**src/rtl/router_pkg.sv**
```systemverilog
// Shared types and header-field helpers for the router packet register.
package router_pkg;

  typedef enum logic [2:0] {
    IDLE,
    LOAD,
    CHECK,
    DROP,
    DROP_PAR
  } state_e;

  // Widest beat the slicing helpers handle.
  localparam int unsigned HDR_MAX_W = 32;

  function automatic logic [HDR_MAX_W-1:0] field_mask(input int unsigned width);
    return (HDR_MAX_W'(1) << width) - HDR_MAX_W'(1);
  endfunction

  function automatic logic [HDR_MAX_W-1:0] hdr_field(input logic [HDR_MAX_W-1:0] hdr,
                                                     input int unsigned         lsb,
                                                     input int unsigned         width);
    return (hdr >> lsb) & field_mask(width);
  endfunction

  // The all-ones destination never maps to an output port.
  function automatic logic [HDR_MAX_W-1:0] invalid_addr(input int unsigned addr_w);
    return field_mask(addr_w);
  endfunction

endpackage

```
**src/rtl/router_skid_fifo.sv**
```systemverilog
// Small synchronous skid FIFO holding beats while the destination FIFO is full.
module router_skid_fifo #(
  parameter int unsigned DATA_W     = 8,
  parameter int unsigned SKID_DEPTH = 4
) (
  input  logic                          clock,
  input  logic                          reset,
  input  logic                          push_i,
  input  logic                          pop_i,
  input  logic [DATA_W-1:0]             wdata_i,
  output logic [DATA_W-1:0]             rdata_o,
  output logic [$clog2(SKID_DEPTH):0]   count_o,
  output logic                          full_o,
  output logic                          empty_o
);

  localparam int unsigned PTR_W = $clog2(SKID_DEPTH);
  localparam int unsigned CNT_W = PTR_W + 1;

  logic [DATA_W-1:0] mem_q [SKID_DEPTH];
  logic [PTR_W-1:0]  wr_ptr_q;
  logic [PTR_W-1:0]  rd_ptr_q;
  logic [CNT_W-1:0]  count_q;
  logic              do_push;
  logic              do_pop;

  assign full_o  = (count_q == CNT_W'(SKID_DEPTH));
  assign empty_o = (count_q == '0);
  assign do_pop  = pop_i && !empty_o;
  assign do_push = push_i && (!full_o || do_pop);
  assign rdata_o = mem_q[rd_ptr_q];
  assign count_o = count_q;

  always_ff @(posedge clock) begin
    if (do_push) mem_q[wr_ptr_q] <= wdata_i;
  end

  // Power-of-two depth lets the pointers wrap naturally.
  always_ff @(posedge clock or posedge reset) begin
    if (reset) begin
      wr_ptr_q <= '0;
      rd_ptr_q <= '0;
      count_q  <= '0;
    end else begin
      if (do_push) wr_ptr_q <= wr_ptr_q + PTR_W'(1);
      if (do_pop)  rd_ptr_q <= rd_ptr_q + PTR_W'(1);
      if (do_push && !do_pop)      count_q <= count_q + CNT_W'(1);
      else if (do_pop && !do_push) count_q <= count_q - CNT_W'(1);
    end
  end

endmodule

```
**src/rtl/router_reg_p.sv**
```systemverilog
// Router packet register: header decode, forwarding with skid buffering, parity check.
// Optional payload length check enabled by ROUTER_REG_LEN_CHECK_EN.
module router_reg_p
  import router_pkg::*;
#(
  parameter int unsigned DATA_W     = 8,
  parameter int unsigned ADDR_W     = 2,
  parameter int unsigned SKID_DEPTH = 4
) (
  input  logic              clock,
  input  logic              reset,
  input  logic              pkt_valid,
  input  logic [DATA_W-1:0] data_in,
  input  logic              fifo_full,
  output logic              busy,
  output logic [DATA_W-1:0] dout,
  output logic              dout_valid,
  output logic [ADDR_W-1:0] dest,
  output logic              dest_valid,
  output logic              low_pkt_valid,
  output logic              parity_done,
  output logic              err,
  output logic              drop
`ifdef ROUTER_REG_LEN_CHECK_EN
  ,
  output logic              len_err
`endif
);

  localparam int unsigned SCNT_W = $clog2(SKID_DEPTH) + 1;
`ifdef ROUTER_REG_LEN_CHECK_EN
  localparam int unsigned LEN_W  = DATA_W - ADDR_W;
  localparam int unsigned LCNT_W = LEN_W + 1;
`endif

  state_e            state_q, state_d;
  logic [DATA_W-1:0] dout_q, dout_d;
  logic              dout_valid_q, dout_valid_d;
  logic [ADDR_W-1:0] dest_q, dest_d;
  logic              dest_valid_q, dest_valid_d;
  logic              low_q, low_d;
  logic              done_q, done_d;
  logic              err_q, err_d;
  logic              drop_q, drop_d;
  logic [DATA_W-1:0] par_int_q, par_int_d;
  logic [DATA_W-1:0] pkt_par_q, pkt_par_d;
`ifdef ROUTER_REG_LEN_CHECK_EN
  logic [LEN_W-1:0]  len_q, len_d;
  logic [LCNT_W-1:0] lcnt_q, lcnt_d;
  logic              len_err_q, len_err_d;
`endif

  logic              busy_c;
  logic              accept_c;
  logic              fwd_c;
  logic [ADDR_W-1:0] hdr_dest_c;
  logic              hdr_bad_c;
  logic              skid_push_c;
  logic              skid_pop_c;
  logic [DATA_W-1:0] skid_head;
  logic [SCNT_W-1:0] skid_cnt;
  logic              skid_full;
  logic              skid_empty;

  assign busy_c     = (state_q == CHECK) || (state_q == DROP_PAR) || skid_full;
  assign accept_c   = !busy_c && (((state_q == IDLE) && pkt_valid) ||
                                  (state_q == LOAD) || (state_q == DROP));
  assign hdr_dest_c = ADDR_W'(hdr_field(HDR_MAX_W'(data_in), 0, ADDR_W));
  assign hdr_bad_c  = (HDR_MAX_W'(hdr_dest_c) == invalid_addr(ADDR_W));
  assign fwd_c      = accept_c && (((state_q == IDLE) && !hdr_bad_c) || (state_q == LOAD));
  // Beats may bypass the skid only when it is empty and the FIFO can take them.
  assign skid_push_c = fwd_c && (fifo_full || !skid_empty);
  assign skid_pop_c  = !fifo_full && !skid_empty;

  router_skid_fifo #(
    .DATA_W     (DATA_W),
    .SKID_DEPTH (SKID_DEPTH)
  ) u_skid (
    .clock   (clock),
    .reset   (reset),
    .push_i  (skid_push_c),
    .pop_i   (skid_pop_c),
    .wdata_i (data_in),
    .rdata_o (skid_head),
    .count_o (skid_cnt),
    .full_o  (skid_full),
    .empty_o (skid_empty)
  );

  always_comb begin
    state_d      = state_q;
    dout_d       = dout_q;
    dout_valid_d = 1'b0;
    dest_d       = dest_q;
    dest_valid_d = 1'b0;
    low_d        = low_q;
    done_d       = done_q;
    err_d        = err_q;
    drop_d       = 1'b0;
    par_int_d    = par_int_q;
    pkt_par_d    = pkt_par_q;
`ifdef ROUTER_REG_LEN_CHECK_EN
    len_d        = len_q;
    lcnt_d       = lcnt_q;
    len_err_d    = len_err_q;
`endif

    // Output stage: skid head has priority so order is preserved.
    if (!fifo_full) begin
      if (!skid_empty) begin
        dout_d       = skid_head;
        dout_valid_d = 1'b1;
      end else if (fwd_c) begin
        dout_d       = data_in;
        dout_valid_d = 1'b1;
      end
    end

    unique case (state_q)
      IDLE: begin
        if (accept_c) begin
          if (hdr_bad_c) begin
            drop_d  = 1'b1;
            state_d = DROP;
          end else begin
            dest_d       = hdr_dest_c;
            dest_valid_d = 1'b1;
            par_int_d    = data_in;
            done_d       = 1'b0;
            err_d        = 1'b0;
            low_d        = 1'b0;
`ifdef ROUTER_REG_LEN_CHECK_EN
            len_d        = LEN_W'(hdr_field(HDR_MAX_W'(data_in), ADDR_W, LEN_W));
            lcnt_d       = '0;
            len_err_d    = 1'b0;
`endif
            state_d      = LOAD;
          end
        end
      end
      LOAD: begin
        if (accept_c) begin
          if (pkt_valid) begin
            par_int_d = par_int_q ^ data_in;
`ifdef ROUTER_REG_LEN_CHECK_EN
            lcnt_d    = lcnt_q + LCNT_W'(1);
`endif
          end else begin
            pkt_par_d = data_in;
            low_d     = 1'b1;
            state_d   = CHECK;
          end
        end
      end
      CHECK: begin
        // An empty skid means the parity beat has already been written out.
        if (skid_cnt == '0) begin
          done_d    = 1'b1;
          err_d     = (par_int_q != pkt_par_q);
`ifdef ROUTER_REG_LEN_CHECK_EN
          len_err_d = (lcnt_q != LCNT_W'(len_q));
`endif
          state_d   = IDLE;
        end
      end
      DROP: begin
        if (accept_c && !pkt_valid) state_d = DROP_PAR;
      end
      DROP_PAR: state_d = IDLE;
      default:  state_d = IDLE;
    endcase
  end

  always_ff @(posedge clock or posedge reset) begin
    if (reset) begin
      state_q      <= IDLE;
      dout_q       <= '0;
      dout_valid_q <= 1'b0;
      dest_q       <= '0;
      dest_valid_q <= 1'b0;
      low_q        <= 1'b0;
      done_q       <= 1'b0;
      err_q        <= 1'b0;
      drop_q       <= 1'b0;
      par_int_q    <= '0;
      pkt_par_q    <= '0;
`ifdef ROUTER_REG_LEN_CHECK_EN
      len_q        <= '0;
      lcnt_q       <= '0;
      len_err_q    <= 1'b0;
`endif
    end else begin
      state_q      <= state_d;
      dout_q       <= dout_d;
      dout_valid_q <= dout_valid_d;
      dest_q       <= dest_d;
      dest_valid_q <= dest_valid_d;
      low_q        <= low_d;
      done_q       <= done_d;
      err_q        <= err_d;
      drop_q       <= drop_d;
      par_int_q    <= par_int_d;
      pkt_par_q    <= pkt_par_d;
`ifdef ROUTER_REG_LEN_CHECK_EN
      len_q        <= len_d;
      lcnt_q       <= lcnt_d;
      len_err_q    <= len_err_d;
`endif
    end
  end

  assign busy          = busy_c;
  assign dout          = dout_q;
  assign dout_valid    = dout_valid_q;
  assign dest          = dest_q;
  assign dest_valid    = dest_valid_q;
  assign low_pkt_valid = low_q;
  assign parity_done   = done_q;
  assign err           = err_q;
  assign drop          = drop_q;
`ifdef ROUTER_REG_LEN_CHECK_EN
  assign len_err       = len_err_q;
`endif

endmodule

```
**config.mk**
```make
export PLATFORM = sky130hd
export DESIGN_NAME = router_reg_p
export DESIGN_NICKNAME = d
export VERILOG_FILES = /design/src/rtl/router_pkg.sv /design/src/rtl/router_skid_fifo.sv /design/src/rtl/router_reg_p.sv
export SDC_FILE = /design/constraint.sdc
export NUM_CORES = 1
export LEC_CHECK = 0
export CORE_MARGIN = 2
export CORE_UTILIZATION = 30
export DETAILED_ROUTE_END_ITERATION = 16
export DONT_BUFFER_PORTS = 1
export PLACE_DENSITY = 0.48
export SLEW_MARGIN = 0
export SYNTH_ARGS = -nofsm -noshare
export SYNTH_HDL_FRONTEND = slang
export SYNTH_SLANG_ARGS = --single-unit
```
**constraint.sdc**
```tcl
create_clock -name clock -period 3.1 [get_ports clock]
set_input_delay 0.155 -clock clock [delete_from_list [all_inputs] [get_ports clock]]
set_output_delay 0.155 -clock clock [all_outputs]
set_load 0.05 [all_outputs]
```
# After elaboration in Yosys (flattened, before gate mapping)
# Memories as Yosys holds them, arrays and structs flattened.
# Index checks and enable logic that the tools add are counted.
# totals
regBits	42
mem_bits_rw	32
in_bits	12
out_inout_bits	17
wordCells	112
n_memories	1
# classes
addsub	4
eq_ne	15
mux	36
bitwise	4
reduce_logical	38
# mem_list
name	depth	width	read_ports	rd_clocked_by_memory_dff	write_ports	line_no	rtl
u_skid.mem_q	4	8	1	0	1	router_skid_fifo.sv:20	logic [DATA_W-1:0] mem_q [SKID_DEPTH];
# ops
operator	count
$mux W8	6
$mux W3	7
$mux W1	17
$pmux W8 S2	1
$reduce_and A5 Y1	3
$ne A2 B2 Y1 const B	7
$pmux W3 S4	1
$logic_and A1 B1 Y1	11
$logic_not A1 Y1	8
$ne A8 B8 Y1	1
$xor A8 B8 Y8	1
$logic_or A1 B1 Y1	7
$eq A3 B2 Y1 const B	2
$eq A3 B3 Y1 const B	2
$logic_not A3 Y1	2
$pmux W1 S2	3
$reduce_and A3 Y1	2
$reduce_bool A2 Y1	3
$add A2 B1 Y2 const B	2
$reduce_and A4 Y1	1
$add A3 B1 Y3 const B	1
$eq A3 B1 Y1 const B	1
$not A1 Y1	3
$sub A3 B1 Y3 const B	1
4 further kinds	4

# Longest topological paths before layout
# depth
word_depth	12
depth_mapped	10
ltp_nobuf	9

# Modules after synthesis
# A second synthesis with hierarchy kept.
# unflattened
cells_unflattened	250
area_unflattened_um2	3333.2
# modules_own_cells
mod	instances	cells_each	area_each_um2	seq_area_each_um2
router_reg_p	1	172	1737.9	875.8
router_skid_fifo	1	78	1595.3	1136.1

# Worst setup path before layout
# OpenSTA, ideal clock, no wires.
# synth_timing
path_kind	register to register
from	register state_q[1]
to	register u_skid.count_q[2], in the netlist u_skid.count_o[2]
setup_ns	0.079
arrival_ns	2.013
required_ns	3.021
slack_ns	1.008
stages_incl_launch_ff	11
n_path_buf	1
period_less_slack_ns	2.092
path_cell_list	dfrtp_1 buf_2 nor2_2 o21ai_2 nor2_2 ha_1 inv_1 fa_1 xor2_1 nor2_1 xor2_1
# synth_between
elab_chain_len	11
word_cells_on_any_way	22
cone_classes	4 x eq/ne; 1 x mux; 17 x reduce/logical
# synth_lines
item	line_no	rtl
from (decl)	router_reg_p.sv:36	state_e state_q, state_d;
from (signal assigned)	router_reg_p.sv:193	state_q <= state_d;
$eq A3 B2 Y1, or another cell as far along	router_reg_p.sv:65	assign busy_c = (state_q == CHECK) || (state_q == DROP_PAR) || skid_full;
$logic_or A1 B1 Y1 / $logic_and A1 B1 Y1 (equally long branches)	router_reg_p.sv:65, router_reg_p.sv:66	
$logic_or A1 B1 Y1, on equally long branches	router_reg_p.sv:65, router_reg_p.sv:66	
$logic_not A1 Y1 / $logic_or A1 B1 Y1 (equally long branches)	router_reg_p.sv:66, router_reg_p.sv:67	
$logic_and A1 B1 Y1	router_reg_p.sv:66	assign accept_c = !busy_c && (((state_q == IDLE) && pkt_valid) ||
$logic_and A1 B1 Y1 *	router_reg_p.sv:70	assign fwd_c = accept_c && (((state_q == IDLE) && !hdr_bad_c) || (state_q == LOAD));
$logic_and A1 B1 Y1 *	router_reg_p.sv:72	assign skid_push_c = fwd_c && (fifo_full || !skid_empty);
$logic_and A1 B1 Y1 *	router_skid_fifo.sv:30	assign do_push = push_i && (!full_o || do_pop);
via u_skid.do_push	router_skid_fifo.sv:24	logic do_push;
$logic_not A1 Y1	router_skid_fifo.sv:48	else if (do_pop && !do_push) count_q <= count_q - CNT_W'(1);
$logic_and A1 B1 Y1	router_skid_fifo.sv:48	
$reduce_bool A2 Y1 (no source line)	n/a	
to (signal assigned)	router_skid_fifo.sv:47	if (do_push && !do_pop) count_q <= count_q + CNT_W'(1);
to (signal assigned)	router_skid_fifo.sv:48	
to (decl)	router_skid_fifo.sv:23	logic [CNT_W-1:0] count_q;
# The timed path passes the listed nets; every way through them passes the cells marked *.
# A chain may end at the register's enable or synchronous reset.

# Final worst setup path
# Same ends and word-level chain as after synthesis.

==> impl_metrics.tcl <==
set metrics [dict create \
    part_of_the_yosys_area_used_for_sequential_elements_pct 63.0 \
    timing.clock.skew_ps 17.5 \
    chipHeight_um 107 \
    crit_path_max_fanout 9 \
    yosys_register_bits 74 \
    maxClockFrequency_ghz 0.429 \
    met2_usage_pct 19.0 \
    syn-cell-area_um2 3190 \
    reg2reg_depth 9 \
    met3_track_demand_over_resource_in_global_routing_pct 5.41 \
    critical_path.slowest_cell "sky130_fd_sc_hd__dfrtp_1" \
    totalPowerFinal_uw 3780 \
    max_cap_violations 0 \
    worstSetupEndpointType "flop" \
    routed_wirelength_um 6800 \
    remaining_drc_errors 0 \
    routabilityCongestion 0.684 \
    crit_start "state_q[1]$_DFFE_PP0P_" \
    worstReg2RegStart "state_q[1]$_DFFE_PP0P_" \
    core_area_um2 10300 \
    worst_path_dominant_cell_family "simple AND/OR/NAND/NOR gates" \
    synth.net_count 237 \
    arrival_time_reported_for_the_critical_path_endpoint_ps 2610 \
    antenna_found_initial 0 \
    end_of_the_worst_hold_path "state_q[2]$_DFFE_PP0P_" \
    most_used_dff_post_synth "sky130_fd_sc_hd__dfrtp_1" \
    worstSkewPairLatency_ps 360 \
    place.detailed.hpwl_um 4250 \
    total_leakage_power_uw 0.00138 \
    met1_usage_pct 17.4 \
    fraction_of_synthesis_flops_using_an_asynchronous_set_or_reset_pin_pct 56.8 \
    worst_r2r_endpoint "u_skid.count_o[2]$_DFFE_PP0P_" \
    global_router_s_overall_resource_usage_pct 13.0 \
    syn-instance-count 219 \
    floorplan.die_area_um2 11500 \
    drt-vias-per-instance 4.85 \
    slew_headroom_pct 35.5 \
    unrepaired_setup_endpoints_after_global_routing "false" \
    detailroute.via_count 1814 \
    gr_peak_layer "met2" \
    detail_route.iter0.violations 140 \
    synth_edf_count 32 \
    cts_made_buffers 9 \
    layout_commonest_cell "sky130_fd_sc_hd__dfrtp_1" \
    clock_tree_from_tritoncts "yes" \
    global_route_wire_length_before_repair_um 10900 \
    critPathKind "flop to flop" \
    critical_path_cell_by_cell "nor2_2 -> o21ai_2 -> nor2_2 -> ha_1 -> inv_1 -> fa_1 -> xor2_1 -> nor2_1 -> xor2_1" \
    critical-path-max-stage-delay_ps 500 \
    placement_rows 37 \
    synth_cell_types 42 \
    synthesis.yosys.warnings 0 \
    layout.cells.non_filler 374 \
    io_buffers 0 \
    timing_hold_violations_final 0 \
    worstHoldPathCells 3 \
    final_net_count 251 \
    n_antenna_cell 0 \
    floorplan.io_pins 29 \
    routedWlPerCell_um 18.2 \
    syn_to_final_growth_pct 13.5 \
    cts-htree-levels 3 \
    setup-violations-final 0 \
    worst_setup_hold_path_clk_slew_ps 90 \
    critPathLaunchType "flop" \
    grt_start_max_net_pins 43 \
    run_status "finished, final reports clean" \
    numPlacedInstances 348 \
    layout_min_cycle_time_ps 2330 \
    critPathRequiredTime_ps 3380 \
    ant_nets 0 \
    setup_tns_ps 0 \
    power_density_nw_per_um2 1040 \
    detailedRoute.firstPassIterationCount 4 \
    numClockSinks 74 \
    share_of_post_route_cells_with_drive_strength_above_1_pct 18.9 \
    post_cts.resized_instances 0 \
    fin_crit_sh_pct 75.1 \
    clk_path_buf_depth 2 \
    floorplan.die.width_um 107 \
    grt_pass1_vias 1868 \
    hp-class "primary input to flop" \
    slew_viol_final 0 \
    gr-total-overflow 0 \
    worst_pin_slew_ps 961 \
    worst-r2r-setup-slack_ps 770 \
    syn_avg_cell_area_um2 14.6 \
    worst-path-buf-inv 1 \
    cts_root_buffer "sky130_fd_sc_hd__clkbuf_8" \
    ir_drop_mv 0.336 \
    floorplan.initialDensity_pct 30.9 \
    mostFrequentLayoutCells "sky130_fd_sc_hd__dfrtp_1, sky130_fd_sc_hd__edfxtp_1, sky130_fd_sc_hd__nand2_1" \
    hold_path.startpoint "pkt_valid" \
]
-- final cells by class --
class	count	area, um2
Clock buffer	9	124
Clock inverter	7	76.3
Fill cell	982	6700
Inverter	10	37.5
Multi-Input combinational cell	128	1100
Sequential cell	74	2010
Tap cell	136	170
Timing Repair Buffer	10	100
-- worst register-to-register path, stage by stage (launching register included) --
cell,delay (ps)
sky130_fd_sc_hd__dfrtp_1,500
sky130_fd_sc_hd__nor2_2,230
sky130_fd_sc_hd__o21ai_2,170
sky130_fd_sc_hd__nor2_2,280
sky130_fd_sc_hd__ha_1,240
sky130_fd_sc_hd__inv_1,60
sky130_fd_sc_hd__fa_1,370
sky130_fd_sc_hd__xor2_1,150
sky130_fd_sc_hd__nor2_1,110
sky130_fd_sc_hd__xor2_1,150
-- per-stage QoR --
stage          hold slack [ps]  utilization [%]  setup WS (ps)  area, um2
4_1_cts                   32.6             35.1            760       3620
6_report                  47.8             35.1            772       3620
5_1_grt                   57.4             35.1            577       3620
3_5_place_dp               255             32.2            769       3320
2_1_floorplan              254                -           1010       3190
3_3_place_gp               254             32.2            827       3320
-- per-layer routing --
layer	routed length, um	share of wire [%]	vias up
met5	0	0	-
met4	106	1.6	0
met3	370	5.4	10
met2	3030	44	43
met1	3300	48	933
li1	-	-	828
-- power breakdown --
group | internal (uW) | switching [uW] | leakage (uW) | total (uW)
Combinational | 515 | 522 | 0.000481 | 1040
Sequential | 1350 | 613 | 0.000803 | 1970
Clock | 379 | 393 | 0.0000966 | 772
Total | 2250 | 1530 | 0.00138 | 3780
-- state kept, by name (all words and copies together), names as in the netlist --
signal,count
err,1
u_skid.rd_ptr_q,2
pkt_par_q,8
state_q,3
drop,1
parity_done,1
dout,8
low_pkt_valid,1
par_int_q,8
u_skid.count_o,3
u_skid.wr_ptr_q,2
dout_valid,1
dest_valid,1
dest,2
u_skid.mem_q,32
-- how the worst max path moves through the flow --
| stage | depth (start not counted) | endpoint | slack (ps) |
|---|---|---|---|
| 2_1_floorplan | 10 | u_skid.count_o[2]$_DFFE_PP0P_ | 1010 |
| 3_3_place_gp | 9 | u_skid.count_o[2]$_DFFE_PP0P_ | 830 |
| 3_5_place_dp | 9 | u_skid.count_o[2]$_DFFE_PP0P_ | 770 |
| 4_1_cts | 7 | u_skid.count_o[1]$_DFFE_PP0P_ | 760 |
| 5_1_grt | 7 | u_skid.count_o[1]$_DFFE_PP0P_ | 580 |
| 6_report | 9 | u_skid.count_o[2]$_DFFE_PP0P_ | 770 |
-- synthesized netlist by cell type, types with 2 or more instances --
cell type	count	share of area (%)
sky130_fd_sc_hd__or3_1	5	0.98
sky130_fd_sc_hd__a21oi_1	2	0.31
sky130_fd_sc_hd__ha_1	5	2.0
sky130_fd_sc_hd__inv_1	9	1.1
sky130_fd_sc_hd__nor4_1	3	0.59
sky130_fd_sc_hd__nor2_2	2	0.39
sky130_fd_sc_hd__xor2_1	19	5.2
sky130_fd_sc_hd__buf_2	2	0.31
sky130_fd_sc_hd__nor3_1	3	0.47
sky130_fd_sc_hd__a221o_1	6	1.9
sky130_fd_sc_hd__o21ai_0	2	0.31
sky130_fd_sc_hd__dfrtp_1	42	33
sky130_fd_sc_hd__o221a_1	2	0.71
sky130_fd_sc_hd__edfxtp_1	32	30
sky130_fd_sc_hd__xnor2_1	5	1.4
sky130_fd_sc_hd__clkbuf_1	2	0.24
sky130_fd_sc_hd__a21o_1	2	0.47
sky130_fd_sc_hd__and2_1	4	0.78
sky130_fd_sc_hd__mux4_2	8	5.6
sky130_fd_sc_hd__nand2_1	21	2.5
sky130_fd_sc_hd__nor3b_1	2	0.47
sky130_fd_sc_hd__nor2_1	6	0.71
sky130_fd_sc_hd__nor4b_1	5	1.4
sky130_fd_sc_hd__mux2_2	12	4.2
-- cells by family (layout without fill, tap and decap cells) --
logic type / count (synthesis) / after routing / synth area share (%)
AOI/OAI and AO/OA: 22 / 22 / 6.07
xor gates and xnor gates: 24 / 24 / 6.58
adders and majority gates: 6 / 6 / 2.59
buffers and inverters: 17 / 36 / 2.43
DFF: 74 / 74 / 63.0
muxes: 20 / 20 / 9.87
and+or+nand+nor: 56 / 56 / 9.48
-- what timing repair did --
action | 4_1_cts | 5_1_grt
hold endpoints to repair | 95 | 0
hold buffers | 10 | 0
endpoints found under the setup margin | 0 | 0
buffers inserted | 0 | 0
Power figures use the tool's default switching activity.
